$ cat src/rtl/id_ex_stage.sv
// rtl/id_ex_stage.sv - ID/EX pipeline register with load-use stall, hold, flush and bubble counter
module id_ex_stage #(
    parameter int DATA_W = 32,
    parameter int REG_AW = 5,
    parameter int CNT_W  = 16
) (
    input  logic              clk,
    input  logic              rst_n,
    input  logic              hold_i,
    input  logic              flush_i,
    input  logic              id_valid_i,
    input  logic              id_regdst_i,
    input  logic              id_branch_i,
    input  logic              id_memtoreg_i,
    input  logic              id_memwrite_i,
    input  logic              id_alusrc_i,
    input  logic              id_regwrite_i,
    input  logic              id_jump_i,
    input  logic [3:0]        id_aluop_i,
    input  logic [DATA_W-1:0] id_pc4_i,
    input  logic [DATA_W-1:0] id_rs_data_i,
    input  logic [DATA_W-1:0] id_rt_data_i,
    input  logic [DATA_W-1:0] id_imm_i,
    input  logic [REG_AW-1:0] id_rs_i,
    input  logic [REG_AW-1:0] id_rt_i,
    input  logic [REG_AW-1:0] id_rd_i,
    output logic              ex_valid_o,
    output logic              ex_regdst_o,
    output logic              ex_branch_o,
    output logic              ex_memtoreg_o,
    output logic              ex_memwrite_o,
    output logic              ex_alusrc_o,
    output logic              ex_regwrite_o,
    output logic              ex_jump_o,
    output logic [3:0]        ex_aluop_o,
    output logic [DATA_W-1:0] ex_pc4_o,
    output logic [DATA_W-1:0] ex_rs_data_o,
    output logic [DATA_W-1:0] ex_rt_data_o,
    output logic [DATA_W-1:0] ex_imm_o,
    output logic [REG_AW-1:0] ex_rs_o,
    output logic [REG_AW-1:0] ex_rt_o,
    output logic [REG_AW-1:0] ex_rd_o,
    output logic              stall_o,
    output logic [CNT_W-1:0]  bubble_cnt_o
);

    logic flush_pend;
    logic rt_used;
    logic load_use;
    logic kill;

    // rt is only a source for R-type, branch compare and store data
    always_comb begin
        rt_used  = id_regdst_i | id_branch_i | id_memwrite_i;
        load_use = ex_valid_o & ex_memtoreg_o & ex_regwrite_o & (ex_rt_o != '0) & id_valid_i
                 & ((ex_rt_o == id_rs_i) | (rt_used & (ex_rt_o == id_rt_i)));
        kill     = flush_i | flush_pend;
    end

    assign stall_o = load_use | hold_i;

    always_ff @(posedge clk or negedge rst_n) begin
        if (!rst_n) begin
            ex_valid_o    <= 1'b0;
            ex_regdst_o   <= 1'b0;
            ex_branch_o   <= 1'b0;
            ex_memtoreg_o <= 1'b0;
            ex_memwrite_o <= 1'b0;
            ex_alusrc_o   <= 1'b0;
            ex_regwrite_o <= 1'b0;
            ex_jump_o     <= 1'b0;
            ex_aluop_o    <= '0;
            ex_pc4_o      <= '0;
            ex_rs_data_o  <= '0;
            ex_rt_data_o  <= '0;
            ex_imm_o      <= '0;
            ex_rs_o       <= '0;
            ex_rt_o       <= '0;
            ex_rd_o       <= '0;
            flush_pend    <= 1'b0;
            bubble_cnt_o  <= '0;
        end else if (hold_i) begin
            // a flush seen while frozen must still kill the instruction once hold releases
            if (flush_i) flush_pend <= 1'b1;
        end else if (kill | load_use) begin
            ex_valid_o    <= 1'b0;
            ex_regdst_o   <= 1'b0;
            ex_branch_o   <= 1'b0;
            ex_memtoreg_o <= 1'b0;
            ex_memwrite_o <= 1'b0;
            ex_alusrc_o   <= 1'b0;
            ex_regwrite_o <= 1'b0;
            ex_jump_o     <= 1'b0;
            ex_aluop_o    <= '0;
            ex_pc4_o      <= '0;
            ex_rs_data_o  <= '0;
            ex_rt_data_o  <= '0;
            ex_imm_o      <= '0;
            ex_rs_o       <= '0;
            ex_rt_o       <= '0;
            ex_rd_o       <= '0;
            flush_pend    <= 1'b0;
            if (!kill && (bubble_cnt_o != '1)) bubble_cnt_o <= bubble_cnt_o + 1'b1;
        end else begin
            ex_valid_o    <= id_valid_i;
            ex_regdst_o   <= id_regdst_i;
            ex_branch_o   <= id_branch_i;
            ex_memtoreg_o <= id_memtoreg_i;
            ex_memwrite_o <= id_memwrite_i;
            ex_alusrc_o   <= id_alusrc_i;
            ex_regwrite_o <= id_regwrite_i;
            ex_jump_o     <= id_jump_i;
            ex_aluop_o    <= id_aluop_i;
            ex_pc4_o      <= id_pc4_i;
            ex_rs_data_o  <= id_rs_data_i;
            ex_rt_data_o  <= id_rt_data_i;
            ex_imm_o      <= id_imm_i;
            ex_rs_o       <= id_rs_i;
            ex_rt_o       <= id_rt_i;
            ex_rd_o       <= id_rd_i;
        end
    end

endmodule
$ cat config.mk
export PLATFORM = sky130hd
export DESIGN_NAME = id_ex_stage
export DESIGN_NICKNAME = d
export VERILOG_FILES = /design/src/rtl/id_ex_stage.sv
export SDC_FILE = /design/constraint.sdc
export NUM_CORES = 1
export LEC_CHECK = 0
export CAP_MARGIN = 20
export CORE_ASPECT_RATIO = 0.5
export CORE_MARGIN = 2
export CORE_UTILIZATION = 40
export CTS_CLUSTER_SIZE = 28
export DETAILED_ROUTE_END_ITERATION = 7
export PLACE_DENSITY = 0.92
export SLEW_MARGIN = 10
export SYNTH_ARGS = -nofsm -noshare
export SYNTH_HDL_FRONTEND = slang
export SYNTH_SLANG_ARGS = --single-unit
$ cat constraint.sdc
create_clock -name clk -period 3.05 [get_ports clk]
set_clock_uncertainty 0.1 [all_clocks]
set_input_delay 0.61 -clock clk [delete_from_list [all_inputs] [get_ports clk]]
set_output_delay 0.61 -clock clk [all_outputs]
set_load 0.01 [all_outputs]
==> flow_summary.json <==
{
  "grt_pass1_vias": 5413,
  "startpoint_type": "input pin",
  "placed_cell_area_um2": 9960,
  "synth-simple-area-share_pct": 3.76,
  "drv_slew": 0,
  "criticalPathCategory": "input pin to output pin",
  "synth_top_cell_area_share_pct": 67.6,
  "maxSlewHeadroom_pct": 44.3,
  "root_buffer": "clkbuf_16",
  "io_buffers": 330,
  "grt_util_met2_pct": 40.6,
  "leakage_nw": 4.69,
  "firstDrtPassIters": 4,
  "fin_cells": 990,
  "hold_buffers": 0,
  "ioPinCount": 331,
  "dpl.cell_count": 958,
  "reg2reg_depth": 8,
  "syn_avg_cell_area_um2": 14.3,
  "outcome": "completed",
  "clock-sinks": 172,
  "place_congestion": 0.832,
  "power_mw": 5.66,
  "syn_inst": 444,
  "overflow": 0,
  "yosysTopAreaCell": "dfrtp_1",
  "finalNetCount": 933,
  "cts.path.max_buffers": 2,
  "initial_core_util_pct": 41.1,
  "whs_ns": 0.0799,
  "die_area_um2": 17000,
  "critPathCaptureType": "output pin",
  "setup_viol_count_final": 0,
  "grt_util_met1_pct": 28.0,
  "drt_iter0_markers": 332,
  "ys_seq_area_share_pct": 67.6,
  "top_usage_layer": "met2",
  "avgViaCountPerCell": 5.22,
  "cp.required_ns": 2.34,
  "powerDensity_nw_per_um2": 535,
  "grtUsageTotal_pct": 23.1,
  "syn_nets": 604,
  "dr_total_vias": 5169,
  "synth_area_um2": 6360,
  "synth_area_leaders": "dfrtp_1 (68%), a22o_1 (21%), xnor2_1 (2.3%)",
  "worstMarginPinSlew_ns": 0.835,
  "ys_warn_count": 0,
  "yosys.area_share.xor_xnor_pct": 3.44,
  "routed_wirelength_um": 20100,
  "drc": 0,
  "yosysUniqueCellTypes": 23,
  "post-route-util_pct": 68.2,
  "dieHeight_um": 93.2,
  "crit-reg2reg-launch": "ex_rt_o[1]",
  "core_um2": 15500,
  "synth-compound-area-share_pct": 22.1,
  "fmax_ghz": 0.337,
  "die_width_um": 182,
  "post-route-period-util_pct": 97.4,
  "drive_gt1_share_pct": 7.38,
  "grt_max_degree": 81,
  "r2r_slack_ns": 0.56,
  "numCtsBuffers": 17,
  "period_minus_slack_ns": 2.97,
  "synthAdderAreaFrac_pct": 0.197,
  "clk_pin_slew_worst_paths_ns": 0.07,
  "dpl.hpwl_um": 14800,
  "worstReg2RegEnd": "ex_imm_o[8]",
  "finalInstanceArea_um2": 10600,
  "arrival_ns": 2.26,
  "rsz0062_at_grt": "false",
  "synthMuxAreaShare_pct": 0.177,
  "worstHoldPathType": "input pin to asynchronous set/reset pin",
  "ys_seq_elements": 172,
  "h-tree-depth": 4,
  "num_antenna_cells": 0,
  "ir_drop_uv": 391,
  "hold_viol": 0,
  "synthToLayoutAreaGrowth_pct": 66.2,
  "synth_top_family_by_area": "compound AO/OA/AOI/OAI gates",
  "cts_setup_buffers": 0,
  "met3_usage_pct": 5.45,
  "insertion_delay_ns": 0.41,
  "antenna_left": 0,
  "worstPathMaxFanout": 2,
  "cts_tree": "done",
  "grt_pass1_wl_um": 30200,
  "maxCapViolCount": 0,
  "routedWlPerCell_um": 20.3,
  "antenna_found_initial": 0,
  "rows": 32
}
[cell families after synthesis]
group	Yosys count
flops	172
compound gates	159
simple gates	46
buf+inv	40
xor+xnor	25
mux	1
fa+ha+maj	1
[state kept, by name (all words and copies together) (netlist names), 4 cells and up]
register,flops
ex_rs_data_o,32
ex_rt_data_o,32
ex_pc4_o,32
bubble_cnt_o,16
ex_imm_o,32
ex_rd_o,5
ex_aluop_o,4
ex_rt_o,5
ex_rs_o,5
[layout make-up]
type | count | area (um^2)
clock buffer | 19 | 453
clock inverter | 13 | 154
fill | 1099 | 4920
inverter | 3 | 11.3
multi-input combinational | 232 | 1910
sequential | 172 | 4300
tap | 204 | 255
timing repair buffer | 347 | 3490
[Yosys cell counts]
master,number
or3_1,1
or2_2,1
buf_2,18
dfrtp_1,172
and3_1,7
ha_1,1
inv_1,3
mux2_2,1
xnor2_1,17
a221oi_4,1
nand2_1,5
and2_1,1
nand4_1,6
clkbuf_1,19
o311ai_1,1
o21a_1,1
a22o_1,155
a21oi_1,1
xor2_1,8
nor2_1,5
nand3_1,11
nor3_1,8
nor4_1,1
[worst max path at each step]
stage,cells past startpoint,slack [ns],startpoint,endpoint
after floorplan,6,0.42,id_rt_i[4],stall_o
after global placement,7,-0.34,id_rt_i[4],stall_o
after detailed placement,7,-0.36,id_rt_i[4],stall_o
after CTS,7,0.04,id_rt_i[3],stall_o
after global routing,7,0.01,id_rt_i[3],stall_o
final,7,0.08,id_rt_i[3],stall_o
[critical path, cell delays in order]
cell	delay, ns
clkdlybuf4s50_1	0.43
xor2_1	0.16
nor4_2	0.28
o311ai_2	0.17
a221oi_4	0.33
or2_4	0.16
buf_2	0.12
[power breakdown]
group,switching [mW],internal (mW)
Combinational,0.353,0.562
Clock,0.943,1.28
Sequential,0.0991,2.43
[placed cells by master, fill, tap and decap left out, drive strengths merged]
cell type,n
clkdlybuf4s50,326
xor2,8
or3,1
nor2,5
nor3,8
o21a,1
and2,1
ha,1
nand2,5
clkinv,4
bufinv,2
a22o,155
clkinvlp,1
clkbuf,19
o311ai,1
dfrtp,172
nand4,6
and3,7
a221oi,1
nand3,11
inv,9
buf,20
dlygate4sd2,1
nor4,1
mux2,1
or2,1
xnor2,17
a21oi,1
[per-layer routing]
metal,vias to the layer above,share of wire (%)
met5,-,0
met3,46,3.3
met2,144,52
met4,0,3.1
met1,2639,41
li1,2340,-
[stage by stage]
step | TNS [ns] | worst slack (ns)
floorplan | 0 | 0.424
global placement | -0.336 | -0.336
detailed placement | -0.362 | -0.359
CTS | 0 | 0.0374
global route | 0 | 0.0128
finish | 0 | 0.0785
[timing repair]
item / 4_1_cts / 5_1_grt
pin swaps: 4 / 1
resized for setup: 6 / 2
endpoints found under the setup margin: 1 / 1
(Power assumes the default switching activity.)
